==> src/rtl/uart_cmd_frame_gen.sv <==
`default_nettype none
// ============================================================================
// Module      : uart_cmd_frame_gen
// Description : Serialises one decoded host command per handshake into the
//               byte frame the system controller decodes, streams it out one
//               byte at a time over valid/ready, inserts a programmable idle
//               gap after each frame and counts completed frames.
// Revision    : 1.0 - initial release
// ============================================================================
module uart_cmd_frame_gen #(
    parameter int DATA_WIDTH = 8,
    parameter int ADDR_BITS  = 4,
    parameter int FUN_WIDTH  = 4,
    parameter int GAP_WIDTH  = 8,
    parameter int CNT_WIDTH  = 16
) (
    input  logic                  CLK,
    input  logic                  RST,
    input  logic                  CMD_VALID,
    output logic                  CMD_READY,
    input  logic [1:0]            CMD_TYPE,
    input  logic [ADDR_BITS-1:0]  CMD_ADDR,
    input  logic [DATA_WIDTH-1:0] CMD_WDATA,
    input  logic [DATA_WIDTH-1:0] CMD_OPA,
    input  logic [DATA_WIDTH-1:0] CMD_OPB,
    input  logic [FUN_WIDTH-1:0]  CMD_FUN,
    input  logic [GAP_WIDTH-1:0]  GAP_CYCLES,
    output logic [DATA_WIDTH-1:0] TX_DATA,
    output logic                  TX_VALID,
    input  logic                  TX_READY,
    output logic                  BUSY,
    output logic                  FRAME_DONE,
    output logic [CNT_WIDTH-1:0]  FRAME_CNT
);

    // Frame opcode bytes, one per command type
    localparam logic [DATA_WIDTH-1:0] OP_RF_WR  = DATA_WIDTH'(8'hAA);
    localparam logic [DATA_WIDTH-1:0] OP_RF_RD  = DATA_WIDTH'(8'hBB);
    localparam logic [DATA_WIDTH-1:0] OP_ALU_OP = DATA_WIDTH'(8'hCC);
    localparam logic [DATA_WIDTH-1:0] OP_ALU_NO = DATA_WIDTH'(8'hDD);

    typedef enum logic [1:0] {
        ST_IDLE = 2'd0,
        ST_SEND = 2'd1,
        ST_GAP  = 2'd2
    } state_t;

    state_t                  state;
    state_t                  state_next;

    // Command captured at acceptance; the frame in flight uses only these
    logic [1:0]              type_q;
    logic [ADDR_BITS-1:0]    addr_q;
    logic [DATA_WIDTH-1:0]   wdata_q;
    logic [DATA_WIDTH-1:0]   opa_q;
    logic [DATA_WIDTH-1:0]   opb_q;
    logic [FUN_WIDTH-1:0]    fun_q;
    logic [GAP_WIDTH-1:0]    gap_q;

    logic [1:0]              byte_idx;
    logic [GAP_WIDTH-1:0]    gap_cnt;
    logic                    frame_done_q;
    logic [CNT_WIDTH-1:0]    frame_cnt_q;

    logic                    accept;
    logic                    xfer;
    logic                    last_xfer;
    logic [1:0]              last_idx;
    logic [DATA_WIDTH-1:0]   frame_byte;

    // State register
    always_ff @(posedge CLK) begin
        if (RST) begin
            state <= ST_IDLE;
        end else begin
            state <= state_next;
        end
    end

    // Next-state decode, byte selection and state-derived outputs
    always_comb begin
        state_next = state;
        last_idx   = 2'd1;
        frame_byte = '0;
        CMD_READY  = 1'b0;
        TX_VALID   = 1'b0;
        TX_DATA    = '0;
        BUSY       = 1'b0;

        case (type_q)
            2'd0: begin
                last_idx = 2'd2;
                case (byte_idx)
                    2'd0:    frame_byte = OP_RF_WR;
                    2'd1:    frame_byte = DATA_WIDTH'(addr_q);
                    default: frame_byte = wdata_q;
                endcase
            end
            2'd1: begin
                last_idx   = 2'd1;
                frame_byte = (byte_idx == 2'd0) ? OP_RF_RD : DATA_WIDTH'(addr_q);
            end
            2'd2: begin
                last_idx = 2'd3;
                case (byte_idx)
                    2'd0:    frame_byte = OP_ALU_OP;
                    2'd1:    frame_byte = opa_q;
                    2'd2:    frame_byte = opb_q;
                    default: frame_byte = DATA_WIDTH'(fun_q);
                endcase
            end
            default: begin
                last_idx   = 2'd1;
                frame_byte = (byte_idx == 2'd0) ? OP_ALU_NO : DATA_WIDTH'(fun_q);
            end
        endcase

        accept    = (state == ST_IDLE) && CMD_VALID;
        xfer      = (state == ST_SEND) && TX_READY;
        last_xfer = xfer && (byte_idx == last_idx);

        case (state)
            ST_IDLE: begin
                CMD_READY = 1'b1;
                if (CMD_VALID) begin
                    state_next = ST_SEND;
                end
            end
            ST_SEND: begin
                TX_VALID = 1'b1;
                TX_DATA  = frame_byte;
                BUSY     = 1'b1;
                if (last_xfer) begin
                    state_next = (gap_q != '0) ? ST_GAP : ST_IDLE;
                end
            end
            ST_GAP: begin
                BUSY = 1'b1;
                if (gap_cnt == GAP_WIDTH'(1)) begin
                    state_next = ST_IDLE;
                end
            end
            default: state_next = ST_IDLE;
        endcase
    end

    // Capture command fields on acceptance (datapath, no reset needed)
    always_ff @(posedge CLK) begin
        if (!RST && accept) begin
            type_q  <= CMD_TYPE;
            addr_q  <= CMD_ADDR;
            wdata_q <= CMD_WDATA;
            opa_q   <= CMD_OPA;
            opb_q   <= CMD_OPB;
            fun_q   <= CMD_FUN;
            gap_q   <= GAP_CYCLES;
        end
    end

    // Byte index, gap countdown, done pulse and completed-frame counter
    always_ff @(posedge CLK) begin
        if (RST) begin
            byte_idx     <= 2'd0;
            gap_cnt      <= '0;
            frame_done_q <= 1'b0;
            frame_cnt_q  <= '0;
        end else begin
            frame_done_q <= last_xfer;
            if (accept || last_xfer) begin
                byte_idx <= 2'd0;
            end else if (xfer) begin
                byte_idx <= byte_idx + 2'd1;
            end
            if (last_xfer) begin
                gap_cnt     <= gap_q;
                frame_cnt_q <= frame_cnt_q + CNT_WIDTH'(1);
            end else if (state == ST_GAP) begin
                gap_cnt <= gap_cnt - GAP_WIDTH'(1);
            end
        end
    end

    assign FRAME_DONE = frame_done_q;
    assign FRAME_CNT  = frame_cnt_q;

endmodule
`default_nettype wire
==> config.mk <==
export PLATFORM = sky130hd
export DESIGN_NAME = uart_cmd_frame_gen
export DESIGN_NICKNAME = d
export VERILOG_FILES = /design/src/rtl/uart_cmd_frame_gen.sv
export SDC_FILE = /design/constraint.sdc
export NUM_CORES = 1
export LEC_CHECK = 0
export CORE_UTILIZATION = 25
export CTS_CLUSTER_DIAMETER = 120
export CTS_CLUSTER_SIZE = 8
export DETAILED_ROUTE_END_ITERATION = 12
export GPL_ROUTABILITY_DRIVEN = 1
export REMOVE_ABC_BUFFERS = 1
export SLEW_MARGIN = 15
export SYNTH_ARGS = -nofsm -noshare
export SYNTH_HDL_FRONTEND = slang
export SYNTH_SLANG_ARGS = --single-unit
==> constraint.sdc <==
create_clock -name CLK -period 9.1 [get_ports CLK]
set_input_delay 1.82 -clock CLK [delete_from_list [all_inputs] [get_ports CLK]]
set_output_delay 1.82 -clock CLK [all_outputs]
set_load 0.01 [all_outputs]
==> metrics.txt <==
Area contributors post-synth=edfxtp_1 (39%), dfxtp_1 (18%), ha_1 (3.8%); crit share post-route=51.5%; WL/cell=14.2 um; Detail Route Antenna Nets=0; final hold slack=500 ps; WS Path Type=reg2out; die area=13500 sq um; Clock Sinks=71; Post-synth EDFFs=42; crit-path cells=inv_1 -> ha_1 -> nor2_1 -> mux2_1 -> o22a_1 -> o221a_1 -> clkdlybuf4s50_1; internal power=657 uW; register area share after synthesis=56.4%; synth unique cells=51; H-tree depth=3; status=complete, no violations; Yosys reg bits=71; grt ovf=0; Initial Utilization=25.8%; Mapped Area=3270 sq um; Worst setup EP type=primary output; crit-path max FO=12; post-cts sizing count=0; minimum clock period=4690 ps; largest net degree at the start of global routing=43; critical path's slowest cell=dfxtp_1; M1 WL=3620 um; Synth area leader=edfxtp_1; Tightest Pin Transition=874 ps; final hold violation count=0; Multi-input gate area=1310 sq um; setup_tns=0 ps; maximum buffer depth of the clock tree=2; I/O Pins=74; R2R Path Start=type_q[0]; top achievable clock speed=0.213 GHz; DP HPWL=5330 um; Switch Pwr=210 uW; Reg2Reg Depth=4; TritonCTS clock tree=done; number of buffers created by CTS=9; family with the most delay on the worst path=buffers and inverters; initial antenna violation count=0; Root Driver=clkbuf_16; layout cells sized above 1=6.27%; Peak VDD IR=0.0828 mV; PD cells=193 nW/um^2; Top Layer Used=met4; Finish-stage setup viols=0; Hold Startpoint=state[1]; Chip Width=116 um; final max-slew violation count=0; arrival time worst endpoint=2870 ps; Main synth FF type=edfxtp_1; gp weighted congestion=0.797; unrepaired setup endpoints after global routing=no; core area=12700 sq um; Slew headroom=41.6%; startpoint types=flop; Yosys Warn Count=0; sequential power share=44.3%; Die H=116 um; Nets=418; power share of the clock group=40.2%; Final WS setup=4410 ps; DRC violations left=0; Total GRT Usage=12.1%; Cells after Synth=292; vias post-DR=2552; clock latency on the worst-skew pair=340 ps; layout filler cell count=1268; FF/Latch Area=1840 sq um; vias per cell=4.73; Worst Path Buf+Inv=2; cell depth of the worst setup path=7; Worst Clk Skew=4.78 ps; post-place setup slack=4790 ps; ant diodes=0; post-CTS setup buffers=0; Synth async-reset ratio=0%; worst stage delay on the critical path=520 ps; Leak Pwr=1.47 nW; vias in the first global route=2420; met3 wire len=368 um; Comb pwr share=15.5%; drt total wl=7670 um; Hold Crit Class=reg2reg; FP Rows=41; syn avg cell area=11.2 sq um; Initial DRC Count=106; Synth-to-Final Area Change=37.5%; sw frac=24.2%; hold_buf cts=0; clock-pin slew of the registers on the worst-case setup and hold paths=50 ps; met2 WL=3490 um; Port-buffer cells=73; first-pass GRT wire length=12200 um; Setup crit start=byte_idx[1]; post-synth top area share=38.6%; drt pass-1 iters=4; Req. time, crit path=7280 ps; Hold Path Stages=2; max_cap viols=0
metrics by stage:
| stage | instances | instance area [sq um] | power (mW) | utilization (%) |
|---|---|---|---|---|
| after global placement | 522 | 4170 | 0.519 | 32.9 |
| after floorplan | 274 | 3190 | 0.457 | - |
| after global routing | 539 | 4490 | 0.903 | 35.5 |
| after CTS | 538 | 4470 | 0.873 | 35.2 |
| final | 539 | 4490 | 0.868 | 35.5 |
| after detailed placement | 522 | 4170 | 0.522 | 32.9 |
path summary, 6_finish.rpt:
check                                endpoint  slack (ps)
worst max-delay path               TX_DATA[3]        4410
worst min-delay path                 state[1]         500
worst max register to register  FRAME_CNT[15]        6720
worst min register to register       state[1]         500
power groups by stage:
stage	registers (mW)	logic (mW)	clock network, mW
finish	0.384	0.134	0.349
global route	0.388	0.148	0.368
CTS	0.385	0.133	0.356
detailed placement	0.391	0.131	0
global placement	0.391	0.128	0
floorplan	0.387	0.0707	0
final cells by class:
type                       count  share of cell area [%]
clock inverter                 3                   0.947
sequential                    71                    41.0
multi-input combinational    188                    29.1
inverter                      15                    1.25
timing repair buffer          77                    17.4
clock buffer                  13                    5.57
tap                          172                    4.79
placed cells by master, fill, tap and decap left out, drive strengths merged, types with 2 or more instances in the layout:
| cell | synthesis | layout |
|---|---|---|
| clkdlybuf4s50 | 0 | 73 |
| edfxtp | 42 | 42 |
| dfxtp | 29 | 29 |
| nor2 | 25 | 25 |
| a21oi | 19 | 19 |
| inv | 15 | 15 |
| nand2 | 13 | 13 |
| clkbuf | 13 | 13 |
| o21ai | 12 | 12 |
| ha | 10 | 10 |
| o31ai | 10 | 10 |
| a211oi | 8 | 8 |
| a221oi | 7 | 7 |
| or4 | 7 | 7 |
| or3 | 6 | 6 |
| mux2i | 5 | 5 |
| xnor2 | 5 | 5 |
| nand3b | 4 | 4 |
| nor3 | 4 | 4 |
| nor4 | 4 | 4 |
| nand4 | 4 | 4 |
| buf | 5 | 4 |
| and2 | 3 | 3 |
| a31oi | 3 | 3 |
| nor2b | 3 | 3 |
| xor2 | 3 | 3 |
| mux2 | 3 | 3 |
| nor4b | 3 | 3 |
| nand2b | 2 | 2 |
| a22oi | 2 | 2 |
| o21a | 2 | 2 |
| a21boi | 2 | 2 |
| o221a | 2 | 2 |
| a221o | 2 | 2 |
| and4 | 2 | 2 |
| nand3 | 2 | 2 |
| o311ai | 2 | 2 |
Yosys cell counts, drive strengths merged (3+ instances only):
cell type  number
edfxtp         42
a221oi          7
nand3b          4
inv            15
nor2b           3
a31oi           3
or3             6
a211oi          8
nor3            4
nand4           4
buf             5
clkbuf         13
o31ai          10
ha             10
nor2           25
nor4b           3
xor2            3
nor4            4
mux2i           5
o21ai          12
xnor2           5
nand2          13
or4             7
mux2            3
and2            3
a21oi          19
dfxtp          29
routing by layer:
layer	track usage, %	vias up
li1	-	1250
met3	3.22	14
met1	15.2	1200
met5	0	-
met4	7.44	0
met2	18.5	88
cells by family (layout without fill, tap and decap cells):
family	after synthesis	after routing	synth area share [%]
compound gates	77	77	16.3
xor+xnor	8	8	2.14
fa+ha+maj	10	10	3.83
buf+inv	33	108	4.06
flops	71	71	56.4
mux	8	8	2.57
simple gates	85	85	14.8
sequential cells by signal, indices dropped and copies added, names as in the netlist, 2 cells and up:
| signal | cells |
|---|---|
| opa_q | 8 |
| wdata_q | 8 |
| byte_idx | 2 |
| opb_q | 8 |
| state | 2 |
| FRAME_CNT | 16 |
| fun_q | 4 |
| gap_cnt | 8 |
| addr_q | 4 |
| gap_q | 8 |
| type_q | 2 |
worst register-to-register path, stage by stage (launching register included):
cell and delay, ps:
edfxtp_1 670, and4b_1 320, o311ai_2 800, nor3_1 140, mux2_1 340
(Power assumes the default switching activity.)
